<file path="config.mk">
export PLATFORM = sky130hd
export DESIGN_NAME = spi_sensor_responder_flat
export DESIGN_NICKNAME = d
export VERILOG_FILES = /design/src/rtl/spi_sensor_pkg.sv /design/src/rtl/spi_sensor_responder_if.sv /design/src/rtl/spi_input_sync.sv /design/src/rtl/spi_sensor_responder.sv /design/src/flat_wrapper.sv
export SDC_FILE = /design/constraint.sdc
export NUM_CORES = 1
export LEC_CHECK = 0
export BUFFER_PORTS_ARGS = -buffer_cell sky130_fd_sc_hd__buf_2
export CAP_MARGIN = 40
export CORE_ASPECT_RATIO = 0.9
export CORE_MARGIN = 1.5
export CORE_UTILIZATION = 51
export DETAILED_ROUTE_END_ITERATION = 16
export PLACE_DENSITY = 0.67
export SLEW_MARGIN = 25
export SYNTH_ARGS = -nofsm -noshare
export SYNTH_HDL_FRONTEND = slang
export SYNTH_SLANG_ARGS = --single-unit
export TNS_END_PERCENT = 20
</file>
<file path="constraint.sdc">
create_clock -name clk -period 3.25 [get_ports clk]
set_clock_uncertainty 0.05 [all_clocks]
set_input_delay 0.65 -clock clk [delete_from_list [all_inputs] [get_ports clk]]
set_output_delay 0.65 -clock clk [all_outputs]
set_load 0.1 [all_outputs]
</file>
<file path="src/rtl/spi_sensor_pkg.sv">
// Shared types and constants for the SPI sensor responder.
package spi_sensor_pkg;

  typedef enum logic [1:0] {
    IDLE = 2'd0,
    CMD  = 2'd1,
    DATA = 2'd2,
    DONE = 2'd3
  } state_e;

  localparam int CMD_W   = 8;
  localparam int DATA_W  = 8;
  localparam int FRAME_W = 16;

  localparam logic [6:0] ADDR_SAMPLE_CNT = 7'h00;
  localparam logic [6:0] ADDR_ID         = 7'h7F;

endpackage

</file>
<file path="src/rtl/spi_sensor_responder_if.sv">
// SPI bus plus sample strobe between the master in main and the sensor model.
interface spi_sensor_responder_if;
  logic sclk;
  logic cs_b;
  logic mosi;
  logic miso;
  logic sample_clk;

  modport master (output sclk, output cs_b, output mosi, output sample_clk, input miso);
  modport slave  (input sclk, input cs_b, input mosi, input sample_clk, output miso);
endinterface

</file>
<file path="src/rtl/spi_input_sync.sv">
// Multi-stage synchroniser for one asynchronous input with rise/fall pulses.
module spi_input_sync #(
  parameter int   STAGES    = 2,
  parameter logic RESET_VAL = 1'b0
) (
  input  logic clk,
  input  logic reset,
  input  logic d,
  output logic level,
  output logic rise,
  output logic fall
);

  logic [STAGES-1:0] sync_q;
  logic [STAGES-1:0] sync_d;
  logic              prev_q;
  logic              prev_d;

  for (genvar gi = 0; gi < STAGES; gi++) begin : g_stage
    if (gi == 0) begin : g_first
      assign sync_d[gi] = d;
    end else begin : g_next
      assign sync_d[gi] = sync_q[gi-1];
    end
  end

  assign prev_d = sync_q[STAGES-1];

  always_ff @(posedge clk or negedge reset) begin
    if (!reset) begin
      sync_q <= {STAGES{RESET_VAL}};
      prev_q <= RESET_VAL;
    end else begin
      sync_q <= sync_d;
      prev_q <= prev_d;
    end
  end

  assign level = sync_q[STAGES-1];
  assign rise  = level & ~prev_q;
  assign fall  = ~level & prev_q;

endmodule

</file>
<file path="src/rtl/spi_sensor_responder.sv">
// Mode-0 SPI slave modelling the off-chip sensor: 16-bit register read/write
// frames plus a readable sample-clock counter at address 0.
module spi_sensor_responder
  import spi_sensor_pkg::*;
#(
  parameter int         REG_COUNT   = 16,
  parameter logic [7:0] ID_VALUE    = 8'hA5,
  parameter int         SYNC_STAGES = 2
) (
  input  logic                     clk,
  input  logic                     reset,
  spi_sensor_responder_if.slave    spi,
  output logic                     frame_done,
  output logic                     frame_abort,
  output logic                     wr_en,
  output logic [6:0]               wr_addr,
  output logic [7:0]               wr_data
);

  localparam logic [1:0] S_IDLE = IDLE;
  localparam logic [1:0] S_CMD  = CMD;
  localparam logic [1:0] S_DATA = DATA;
  localparam logic [1:0] S_DONE = DONE;

  localparam logic [6:0] REG_LIMIT = 7'(REG_COUNT);
  // Input order: sclk, cs_b, mosi, sample_clk. cs_b idles high.
  localparam logic [3:0] RST_VALS  = 4'b0010;

  logic [3:0] raw_in;
  logic [3:0] lvl;
  logic [3:0] rise;
  logic [3:0] fall;

  assign raw_in = {spi.sample_clk, spi.mosi, spi.cs_b, spi.sclk};

  for (genvar gi = 0; gi < 4; gi++) begin : g_sync
    spi_input_sync #(
      .STAGES    (SYNC_STAGES),
      .RESET_VAL (RST_VALS[gi])
    ) u_sync (
      .clk   (clk),
      .reset (reset),
      .d     (raw_in[gi]),
      .level (lvl[gi]),
      .rise  (rise[gi]),
      .fall  (fall[gi])
    );
  end

  logic sclk_rise, sclk_fall, cs_rise, cs_fall, mosi_l, smp_rise;
  assign sclk_rise = rise[0];
  assign sclk_fall = fall[0];
  assign cs_rise   = rise[1];
  assign cs_fall   = fall[1];
  assign mosi_l    = lvl[2];
  assign smp_rise  = rise[3];

  logic unused_sync;
  assign unused_sync = ^{lvl[0], lvl[1], lvl[3], rise[2], fall[2], fall[3]};

  logic [1:0] state_q,       state_d;
  logic [4:0] bit_cnt_q,     bit_cnt_d;
  logic [7:0] shift_in_q,    shift_in_d;
  logic [7:0] shift_out_q,   shift_out_d;
  logic       rw_q,          rw_d;
  logic [6:0] addr_q,        addr_d;
  logic       miso_q,        miso_d;
  logic [7:0] sample_cnt_q,  sample_cnt_d;
  logic       frame_done_q,  frame_done_d;
  logic       frame_abort_q, frame_abort_d;
  logic       wr_en_q,       wr_en_d;
  logic [6:0] wr_addr_q,     wr_addr_d;
  logic [7:0] wr_data_q,     wr_data_d;
  logic [7:0] regs_q [REG_COUNT];
  logic [7:0] regs_d [REG_COUNT];

  logic [6:0] cmd_addr;
  logic [7:0] rd_val;
  logic       commit;

  assign cmd_addr = {shift_in_q[5:0], mosi_l};

  always_comb begin
    rd_val = 8'h00;
    if (cmd_addr == ADDR_SAMPLE_CNT) begin
      rd_val = sample_cnt_q;
    end else if (cmd_addr == ADDR_ID) begin
      rd_val = ID_VALUE;
    end else begin
      for (int i = 1; i < REG_COUNT; i++) begin
        if (cmd_addr == 7'(i)) rd_val = regs_q[i];
      end
    end
  end

  always_comb begin
    state_d       = state_q;
    bit_cnt_d     = bit_cnt_q;
    shift_in_d    = shift_in_q;
    shift_out_d   = shift_out_q;
    rw_d          = rw_q;
    addr_d        = addr_q;
    miso_d        = miso_q;
    sample_cnt_d  = smp_rise ? sample_cnt_q + 8'd1 : sample_cnt_q;
    frame_done_d  = 1'b0;
    frame_abort_d = 1'b0;
    wr_en_d       = 1'b0;
    wr_addr_d     = 7'h00;
    wr_data_d     = 8'h00;
    commit        = 1'b0;
    for (int i = 0; i < REG_COUNT; i++) regs_d[i] = regs_q[i];

    case (state_q)
      S_IDLE: begin
        miso_d = 1'b0;
        if (cs_fall) begin
          state_d    = S_CMD;
          bit_cnt_d  = 5'd0;
          shift_in_d = 8'h00;
        end
      end
      S_CMD: begin
        miso_d = 1'b0;
        if (cs_rise) begin
          frame_abort_d = 1'b1;
          state_d       = S_IDLE;
        end else if (sclk_rise) begin
          shift_in_d = {shift_in_q[6:0], mosi_l};
          bit_cnt_d  = bit_cnt_q + 5'd1;
          if (bit_cnt_q == 5'(CMD_W - 1)) begin
            // Read value (including the sample count) is frozen here.
            rw_d        = shift_in_q[6];
            addr_d      = cmd_addr;
            shift_out_d = rd_val;
            state_d     = S_DATA;
          end
        end
      end
      S_DATA: begin
        if (sclk_fall && rw_q) begin
          miso_d      = shift_out_q[7];
          shift_out_d = {shift_out_q[6:0], 1'b0};
        end
        if (sclk_rise) begin
          shift_in_d = {shift_in_q[6:0], mosi_l};
          bit_cnt_d  = bit_cnt_q + 5'd1;
        end
        // A final bit arriving with cs_b rising still completes the frame.
        if (sclk_rise && bit_cnt_q == 5'(FRAME_W - 1)) begin
          miso_d  = 1'b0;
          state_d = S_DONE;
          commit  = cs_rise;
        end else if (cs_rise) begin
          miso_d        = 1'b0;
          frame_abort_d = 1'b1;
          state_d       = S_IDLE;
        end
      end
      default: begin
        miso_d = 1'b0;
        commit = cs_rise;
      end
    endcase

    if (commit) begin
      state_d      = S_IDLE;
      frame_done_d = 1'b1;
      if (!rw_q && addr_q != ADDR_SAMPLE_CNT && addr_q < REG_LIMIT) begin
        wr_en_d   = 1'b1;
        wr_addr_d = addr_q;
        wr_data_d = shift_in_d;
        for (int i = 1; i < REG_COUNT; i++) begin
          if (addr_q == 7'(i)) regs_d[i] = shift_in_d;
        end
      end
    end
  end

  always_ff @(posedge clk or negedge reset) begin
    if (!reset) begin
      state_q       <= S_IDLE;
      bit_cnt_q     <= 5'd0;
      shift_in_q    <= 8'h00;
      shift_out_q   <= 8'h00;
      rw_q          <= 1'b0;
      addr_q        <= 7'h00;
      miso_q        <= 1'b0;
      sample_cnt_q  <= 8'h00;
      frame_done_q  <= 1'b0;
      frame_abort_q <= 1'b0;
      wr_en_q       <= 1'b0;
      wr_addr_q     <= 7'h00;
      wr_data_q     <= 8'h00;
      for (int i = 0; i < REG_COUNT; i++) regs_q[i] <= 8'h00;
    end else begin
      state_q       <= state_d;
      bit_cnt_q     <= bit_cnt_d;
      shift_in_q    <= shift_in_d;
      shift_out_q   <= shift_out_d;
      rw_q          <= rw_d;
      addr_q        <= addr_d;
      miso_q        <= miso_d;
      sample_cnt_q  <= sample_cnt_d;
      frame_done_q  <= frame_done_d;
      frame_abort_q <= frame_abort_d;
      wr_en_q       <= wr_en_d;
      wr_addr_q     <= wr_addr_d;
      wr_data_q     <= wr_data_d;
      for (int i = 0; i < REG_COUNT; i++) regs_q[i] <= regs_d[i];
    end
  end

  assign spi.miso    = miso_q;
  assign frame_done  = frame_done_q;
  assign frame_abort = frame_abort_q;
  assign wr_en       = wr_en_q;
  assign wr_addr     = wr_addr_q;
  assign wr_data     = wr_data_q;

endmodule

</file>
<file path="src/flat_wrapper.sv">
// flat-port wrapper written by rule: the top's interface ports become plain ports
module spi_sensor_responder_flat import spi_sensor_pkg::*;
#(
  parameter int         REG_COUNT   = 16,
  parameter logic [7:0] ID_VALUE    = 8'hA5,
  parameter int         SYNC_STAGES = 2
)
  (clk, reset, frame_done, frame_abort, wr_en, wr_addr, wr_data, spi_sclk, spi_cs_b, spi_mosi, spi_sample_clk, spi_miso);
  spi_sensor_responder_if spi_i ();
  input  logic clk;
  input  logic reset;
  output logic frame_done;
  output logic frame_abort;
  output logic wr_en;
  output logic [6:0] wr_addr;
  output logic [7:0] wr_data;
  input wire logic [$bits(spi_i.sclk)-1:0] spi_sclk;
  input wire logic [$bits(spi_i.cs_b)-1:0] spi_cs_b;
  input wire logic [$bits(spi_i.mosi)-1:0] spi_mosi;
  input wire logic [$bits(spi_i.sample_clk)-1:0] spi_sample_clk;
  output wire logic [$bits(spi_i.miso)-1:0] spi_miso;
  assign spi_i.sclk = spi_sclk;
  assign spi_i.cs_b = spi_cs_b;
  assign spi_i.mosi = spi_mosi;
  assign spi_i.sample_clk = spi_sample_clk;
  assign spi_miso = spi_i.miso;
  spi_sensor_responder #(.REG_COUNT(REG_COUNT), .ID_VALUE(ID_VALUE), .SYNC_STAGES(SYNC_STAGES)) u_core (.clk(clk), .reset(reset), .spi(spi_i), .frame_done(frame_done), .frame_abort(frame_abort), .wr_en(wr_en), .wr_addr(wr_addr), .wr_data(wr_data));
endmodule
</file>
==> results of run 1 <==
==> layer usage <==
metal / wire (um) / part of all wire [%] / vias up / GRT usage [%]
met2: 10100 / 45 / 253 / 40.0
met1: 10200 / 46 / 3192 / 39.2
li1: - / - / 3129 / -
met5: 0 / 0 / - / 0
met4: 445 / 2.0 / 0 / 8.09
met3: 1670 / 7.5 / 31 / 5.62
==> final cells by class <==
cell class / count / area, sq um / share of cell area (%)
timing repair buffer: 58 / 409 / 4.25
sequential: 189 / 4740 / 49.2
tap: 211 / 264 / 2.74
inverter: 23 / 86.3 / 0.897
clock inverter: 12 / 124 / 1.29
multi-input combinational: 611 / 3560 / 37.0
clock buffer: 20 / 447 / 4.64
==> Yosys cell counts, types with 3 or more instances <==
cell type  count  area (sq um)
a21oi_1       32           160
a21oi_2        8          70.1
a221o_1        3          30.0
a221oi_1       8          70.1
a22o_1         8          70.1
a22oi_1       13          97.6
a31oi_1        5          31.3
a32oi_1        3          26.3
buf_1          4          15.0
buf_2         37           185
buf_6          4          45.0
clkbuf_1      18          67.6
dfrtp_1      186          4650
dfstp_2        3          78.8
ha_1           8           100
inv_1         23          86.3
mux2_2        20           225
mux2i_1        8          80.1
mux4_2         3          67.6
nand2_1      151           567
nand2b_1       7          43.8
nand3_1       14          70.1
nand4_1        5          31.3
nor2_1        57           214
nor2_2         3          18.8
nor2b_1       16           100
nor3_1        18          90.1
nor3_2         4          40.0
o211ai_1       6          45.0
o21ai_0      126           631
o21ai_1       11          55.1
o221ai_1       3          26.3
o22ai_1        8          50.1
o311ai_0       3          26.3
o31ai_1        4          30.0
o32ai_1        3          26.3
or3_1          4          25.0
xnor2_1        6          52.6
==> power by group through the flow <==
| stage | clock, mW | combinational (mW) | sequential (mW) |
|---|---|---|---|
| final | 2.05 | 0.981 | 2.60 |
| after global routing | 2.18 | 1.07 | 2.62 |
| after CTS | 2.08 | 0.965 | 2.60 |
| after detailed placement | 0 | 0.961 | 2.64 |
| after global placement | 0 | 0.955 | 2.64 |
| after floorplan | 0 | 0.651 | 2.61 |
==> metrics by stage <==
step	power, mW	instances	utilization, %	worst slack (ps)	area (sq um)
3_3_place_gp	3.60	1092	54.0	670	9060
4_1_cts	5.64	1124	57.4	574	9630
2_1_floorplan	3.26	886	-	849	8690
6_report	5.63	1124	57.4	557	9630
5_1_grt	5.87	1124	57.4	227	9630
3_5_place_dp	3.60	1092	54.0	587	9060
==> worst paths after layout <==
check	startpoint	endpoint	cells after the start
min reg2reg	u_core.g_sync[0].u_sync.sync_q[0]$_DFF_PN0_	u_core.g_sync[0].u_sync.sync_q[1]$_DFF_PN0_	0
max in group asynchronous	reset	u_core.g_sync[2].u_sync.sync_q[1]$_DFF_PN0_	2
min	reset	u_core.addr_q[1]$_DFFE_PN0P_	1
max	u_core.bit_cnt_q[0]$_DFFE_PN0P_	u_core.regs_q[66]$_DFFE_PN0P_	9
min in group clk	spi_cs_b	u_core.g_sync[1].u_sync.sync_q[0]$_DFF_PN1_	1
max reg2reg	u_core.bit_cnt_q[0]$_DFFE_PN0P_	u_core.regs_q[66]$_DFFE_PN0P_	9
==> cells by family after synthesis <==
| family | count (synthesis) |
|---|---|
| simple gates | 296 |
| compound gates | 265 |
| flops | 189 |
| buf+inv | 86 |
| mux | 31 |
| fa+ha+maj | 8 |
| xor+xnor | 8 |
| other cells | 1 |
==> sequential cells by signal (all words and copies together), names as in the netlist <==
name	count
u_core.spi.miso	1
u_core.wr_en	1
u_core.sample_cnt_q	8
u_core.bit_cnt_q	5
u_core.shift_in_q	8
u_core.g_sync.u_sync.prev_q	3
u_core.g_sync.u_sync.sync_q	8
u_core.frame_abort	1
u_core.wr_addr	7
u_core.frame_done	1
u_core.addr_q	7
u_core.rw_q	1
u_core.state_q	2
u_core.regs_q	120
u_core.wr_data	8
u_core.shift_out_q	8
==> worst max-delay path, delay by kind of cell (launching register included) <==
family / cells / cell delay (ps)
and+or+nand+nor: 5 / 1390
DFF: 1 / 410
adders and majority gates: 2 / 360
AOI/OAI and AO/OA: 2 / 340
==> reports/qor.yml, run 1 <==
critical_path.max_stage_delay_ps: 450
swShare_pct: 30.9
holdWs_ps: 194
wl_per_cell_um: 19.9
finalCritPeriodShare_pct: 82.9
ys_warn_count: 0
core_area_sq_um: 16800
drc: 0
cts-root-buf: "clkbuf_16"
start_kind: "register"
final_common_cell: "dfrtp_1"
relSlewSlack_pct: 50.2
pwr-share-comb_pct: 17.4
hpwlAfterDp_mm: 15.0
fill_cells: 1482
port_buffers: 24
synth_simple_gate_area_share_pct: 15.6
crit_type: "reg -> reg"
pwr-share-clk_pct: 36.3
cts_hold_buf: 0
synth_top_family_by_area: "compound AO/OA/AOI/OAI gates"
grt_pass1_wl_mm: 36.1
hold_violations: 0
dr.pass1.iters: 6
core.rowCount: 45
final_cell_mix: "184 x dfrtp_1, 151 x nand2_1, 126 x o21ai_0"
synth-edff-count: 0
grt_max_degree: 76
min_period_ps: 2690
antenna_cells: 0
cts_setup_buffers: 0
hold_path_class: "in -> async"
die_area_sq_um: 17800
tightest_slew_ps: 745
cap_violations: 0
drive_gt1_share_pct: 15.3
worstSkewPairLatency_ps: 430
crit_chain: "ha_1 > and3_1 > ha_1 > and4b_1 > o2111ai_4 > nor3_2 > nand3_1 > nand2_1 > o21ai_0"
p_leak_nw: 4.30
synthMuxAreaShare_pct: 4.29
dieHeight_um: 127
setup_tns_ps: 0
reg2reg_slack_ps: 560
critPathMaxFanout: 16
nNetsFinal: 914
syn_area_per_cell_sq_um: 9.83
rsz0062_at_grt: "false"
cts_sinks: 189
synth-compound-area-share_pct: 19.0
grt_pass1_vias: 6345
outcome: "completed"
ir_drop_uv: 370
netlist_instances: 884
intPower_mw: 3.89
wirelength_mm: 22.3
vias: 6605
start_util_pct: 51.8
cp-end-kind: "register"
viasPerCell: 5.88
finalSetupViolCount: 0
ctsHtreeMaxLevel: 4
async_reset_ff_share_pct: 100
sequentialPowerShare_pct: 46.2
p_per_area_nw_per_um2: 585
boundaryPins: 25
drt_iter0_drc: 586
gr-total-overflow: 0
antenna_found_initial: 0
cp_data_arrival_time_ps: 2920
clk_path_buf_depth: 2
cts_tree: "built"
synth_cell_type_count: 70
crit_path_frequent_cell: "ha_1"
clk_pin_slew_ps: 70
cp_data_required_time_ps: 3480
slew_violations: 0
synthAdderAreaFrac_pct: 1.15
syn-cell-area_sq_um: 8690
max_freq_mhz: 371
synthToLayoutAreaGrowth_pct: 10.8
track_usage_pct: 26.7
ant_nets: 0
post_cts_resized: 0
gp_congestion: 0.936
synth_xor_area_share_pct: 0.807
synthFlopType: "dfrtp_1"
net-switching-power_mw: 1.74
ys_ff_latch: 189
yosysSeqAreaShare_pct: 54.5
die_w_um: 141
cts_buffers: 17
crit_path_top_delay_cell: "nand3_1"
(Power assumes the default switching activity.)
==> run 2, diff against run 1 <==
--- a/config.mk
+++ b/config.mk
@@ -5,13 +5,14 @@
 export SDC_FILE = /design/constraint.sdc
 export NUM_CORES = 1
 export LEC_CHECK = 0
+export ABC_AREA = 1
 export BUFFER_PORTS_ARGS = -buffer_cell sky130_fd_sc_hd__buf_2
 export CAP_MARGIN = 40
 export CORE_ASPECT_RATIO = 0.9
 export CORE_MARGIN = 1.5
 export CORE_UTILIZATION = 51
 export DETAILED_ROUTE_END_ITERATION = 16
-export PLACE_DENSITY = 0.67
+export PLACE_DENSITY = 0.7
 export SLEW_MARGIN = 25
 export SYNTH_ARGS = -nofsm -noshare
 export SYNTH_HDL_FRONTEND = slang
==> constraint.sdc (replaced) <==
create_clock -name clk -period 2.4 [get_ports clk]
set_clock_uncertainty 0.05 [all_clocks]
set_input_delay 0.48 -clock clk [delete_from_list [all_inputs] [get_ports clk]]
set_output_delay 0.48 -clock clk [all_outputs]
set_load 0.1 [all_outputs]
==> run 2 against run 1 <==
  * The run now ends with DRC, setup timing left
  * Cell count up 14%
  * Register-to-register slack worse by 580 ps
  * Utilization up 6.0 points
  * Critical path depth up 5
  * Critical endpoint is now u_core.regs_q[27]$_DFFE_PN0P_
==> reports/qor.yml, run 2 <==
ys_warn_count: 0  # unchanged
violations: "DRC, setup timing"
rsz0062_at_grt: "true"  # was false
crit_path_top_delay_cell: "dfrtp_1"  # was nand3_1
intPower_mw: 5.18  # was 3.89 mW
cts_tree: "built"  # unchanged
relSlewSlack_pct: 25.5  # was 50.2%
cts_buffers: 17  # unchanged
start_kind: "register"  # unchanged
ctsHtreeMaxLevel: 4  # unchanged
crit_chain: "ha_2 > nand2_2 > nor2_2 > ha_2 > nand2_2 > nor2_4 > inv_2 > a21oi_4 > nand4_4 > nor3_4 > buf_6 > nand2_8 > nand2_2 > o21ai_2"  # was ha_1 > and3_1 > ha_1 > and4b_1 > o2111ai_4 > nor3_2 > nand3_1 > nand2_1 > o21ai_0
finalCritPeriodShare_pct: 101  # was 82.9%
async_reset_ff_share_pct: 100  # unchanged
regMostFlops: "u_core.regs_q"  # unchanged
net-switching-power_mw: 2.28  # was 1.74 mW
syn_area_per_cell_sq_um: 8.73  # was 9.83 sq um
outcome: "finished, violations left"  # was completed
gr-total-overflow: 0  # unchanged
ys_ff_latch: 189  # unchanged
p_per_area_nw_per_um2: 726  # was 585 nW/um^2
p_leak_nw: 4.78  # was 4.30 nW
cp-end-kind: "register"  # unchanged
ir_drop_uv: 527  # was 370 uV
antenna_cells: 0  # unchanged
drt_iter0_drc: 634  # was 586
pwr-share-comb_pct: 17.3  # was 17.4%
drc: 4  # was 0
yosysSeqAreaShare_pct: 55.4  # was 54.5%
hpwlAfterDp_mm: 14.1  # was 15.0 mm
synth_common_cells: "269 x nand2_1, 186 x dfrtp_1, 99 x nor2_1"  # was 186 x dfrtp_1, 151 x nand2_1, 126 x o21ai_0
die_area_sq_um: 17500  # was 17800 sq um
largest_reg_flops: 120  # unchanged
viasPerCell: 5.36  # was 5.88
finalSetupViolCount: 7  # was 0
hold_violations: 0  # unchanged
final_cell_mix: "244 x nand2_1, 186 x dfrtp_1, 95 x nor2_1"  # was 184 x dfrtp_1, 151 x nand2_1, 126 x o21ai_0
synth.most_common_cell: "nand2_1"  # was dfrtp_1
layout.cells.non_filler: 1283  # was 1124
multi_input_area_sq_um: 3630  # was 3560 sq um
core_area_sq_um: 16200  # was 16800 sq um
crit_family: "simple AND/OR/NAND/NOR gates"  # unchanged
critPathMaxFanout: 8  # was 16
fill_cells: 1311  # was 1482
synth_top_cell_by_area: "dfrtp_1"  # unchanged
clk_pin_slew_ps: 70  # about the same
p_total_mw: 7.46  # was 5.63 mW
final_common_cell: "nand2_1"  # was dfrtp_1
place_ws_ps: 4.22  # was 587 ps
dr.pass1.iters: 14  # was 6
ant_nets: 0  # unchanged
core.rowCount: 44  # was 45
start_util_pct: 52.6  # was 51.8%
met3_usage_pct: 4.94  # was 5.62%
cts-root-buf: "clkbuf_16"  # unchanged
tightest_slew_ps: 1120  # was 745 ps
worst-path-buf-inv: 2  # was 0
dieHeight_um: 126  # was 127 um
crit_type: "reg -> reg"  # unchanged
gp_congestion: 0.859  # was 0.936
setup_tns_ps: -73.6  # was 0 ps
grt_pass1_wl_mm: 33.3  # was 36.1 mm
cap_violations: 0  # unchanged
antenna_found_initial: 0  # unchanged
vias: 6880  # was 6605
hold_path_class: "in -> reg"  # was in -> async
grt_util_met2_pct: 35.6  # was 40.0%
syn-cell-area_sq_um: 8550  # was 8690 sq um
seq_area_sq_um: 4730  # was 4740 sq um
postLayoutSetupSlackWorst_ps: -18.8  # was 557 ps
sequentialPowerShare_pct: 46.4  # was 46.2%
boundaryPins: 25  # unchanged
yosysTopAreaCellShare_pct: 54.5  # was 53.6%
busiest_layer: "met1"  # was met2
critical_path.max_stage_delay_ps: 370  # was 450 ps
wirelength_mm: 21.2  # was 22.3 mm
wl_per_cell_um: 16.5  # was 19.9 um
grt_pass1_vias: 6337  # was 6345
cp_data_arrival_time_ps: 2700  # was 2920 ps
synthFlopType: "dfrtp_1"  # unchanged
met1_usage_pct: 36.9  # was 39.2%
netlist_instances: 979  # was 884
synth-edff-count: 0  # unchanged
track_usage_pct: 24.4  # was 26.7%
clk_path_buf_depth: 2  # unchanged
slew_violations: 0  # unchanged
drive_gt1_share_pct: 22.6  # was 15.3%
synthToLayoutAreaGrowth_pct: 20.4  # was 10.8%
min_period_ps: 2420  # was 2690 ps
grt_max_degree: 58  # was 76
cts_sinks: 189  # unchanged
pwr-share-clk_pct: 36.3  # about the same
cp_data_required_time_ps: 2680  # was 3480 ps
synth_cell_type_count: 43  # was 70
synthTopCellsByArea: "dfrtp_1 54%, nand2_1 12%, o21ai_1 4.9%, nor2_1 4.3%, inv_1 3.6%"  # was dfrtp_1 54%, o21ai_0 7.3%, nand2_1 6.5%, mux2_2 2.6%, nor2_1 2.5%
placed_cells: 1238  # was 1092
nNetsFinal: 1077  # was 914
crit_path_frequent_cell: "nand2_2"  # was ha_1
max_freq_mhz: 413  # was 371 MHz
die_w_um: 139  # was 141 um
swShare_pct: 30.5  # was 30.9%
worstSkewPairLatency_ps: 440  # was 430 ps
port_buffers: 24  # unchanged
==> run 2: cell types whose count changed in the layout (fill, tap and decap cells not counted), sizes merged, moves of 8 or more <==
| cell | change |
|---|---|
| nand2 | +140 |
| inv | +66 |
| nor2 | +51 |
| buf | +31 |
| mux2 | -20 |
| o21ai | -20 |
| nand3 | +16 |
| nand4 | +16 |
| nor2b | -16 |
| nor3 | -11 |
| a22oi | -10 |
| a221oi | -8 |
| a22o | -8 |
| mux2i | -8 |
==> run 2: power by group through the flow <==
stage / Sequential [mW] / Combinational, mW / Clock (mW)
floorplan: 3.54 / 0.722 / 0
finish: 3.47 / 1.29 / 2.71
CTS: 3.46 / 1.24 / 2.75
global placement: 3.52 / 1.22 / 0
global route: 3.49 / 1.44 / 2.88
detailed placement: 3.52 / 1.23 / 0
==> run 2: stage by stage <==
stage,utilization [%],instance area (sq um),hold WS (ps)
final,63.3,10300,83.2
after global routing,63.3,10300,66.6
after CTS,60.4,9810,70.8
after detailed placement,56.9,9240,286
after global placement,56.9,9240,282
after floorplan,-,8550,134
==> run 2: final cells by class <==
cell class	count	area share, %
tap	207	2.52
sequential	189	46.0
multi-input combinational	674	35.3
clock inverter	14	1.18
timing repair buffer	90	7.18
clock buffer	18	4.27
inverter	91	3.50
==> run 2: logic make-up after synthesis <==
logic type      after synthesis  synth area share, %
other cells                   1               0.0439
flops                       189                 55.4
compound gates              182                 12.1
fa+ha+maj                     8                 1.17
xor+xnor                      7                0.717
simple gates                470                 24.2
buf+inv                     122                 6.37
==> run 2: worst reg2reg max path, stage by stage, from the launching register on <==
cell	delay [ps]
dfrtp_1	370
ha_2	200
nand2_2	70
nor2_2	90
ha_2	180
nand2_2	80
nor2_4	110
inv_2	50
a21oi_4	200
nand4_4	170
nor3_4	270
buf_6	180
nand2_8	120
nand2_2	130
o21ai_2	60
==> run 2: routing by layer <==
layer	share of wire, %	routed length, um
met4	1.6	329
met3	6.6	1400
met1	48	10100
met5	0	0
met2	44	9350
==> run 2: what timing repair did <==
| action | 4_1_cts | 5_1_grt |
|---|---|---|
| pin swaps | 0 | 7 |
| resized for setup | 0 | 86 |
| hold endpoints to repair | 52 | 0 |
| cloned | 0 | 4 |
| setup buffers | 0 | 8 |
| setup endpoints to repair | 1 | 126 |
| hold buffers | 1 | 0 |
==> run 2: final timing paths <==
check	endpoint	slack (ps)	start	cells after the start
max in group asynchronous	u_core.regs_q[54]$_DFFE_PN0P_	1080	reset	3
min in group asynchronous	u_core.regs_q[116]$_DFFE_PN0P_	520	reset	2
worst max register to register	u_core.regs_q[27]$_DFFE_PN0P_	-20	u_core.bit_cnt_q[0]$_DFFE_PN0P_	14
worst min-delay path	u_core.g_sync[1].u_sync.sync_q[0]$_DFF_PN1_	80	spi_cs_b	1
worst max-delay path	u_core.regs_q[27]$_DFFE_PN0P_	-20	u_core.bit_cnt_q[0]$_DFFE_PN0P_	14
worst min register to register	u_core.g_sync[0].u_sync.sync_q[1]$_DFF_PN0_	300	u_core.g_sync[0].u_sync.sync_q[0]$_DFF_PN0_	0
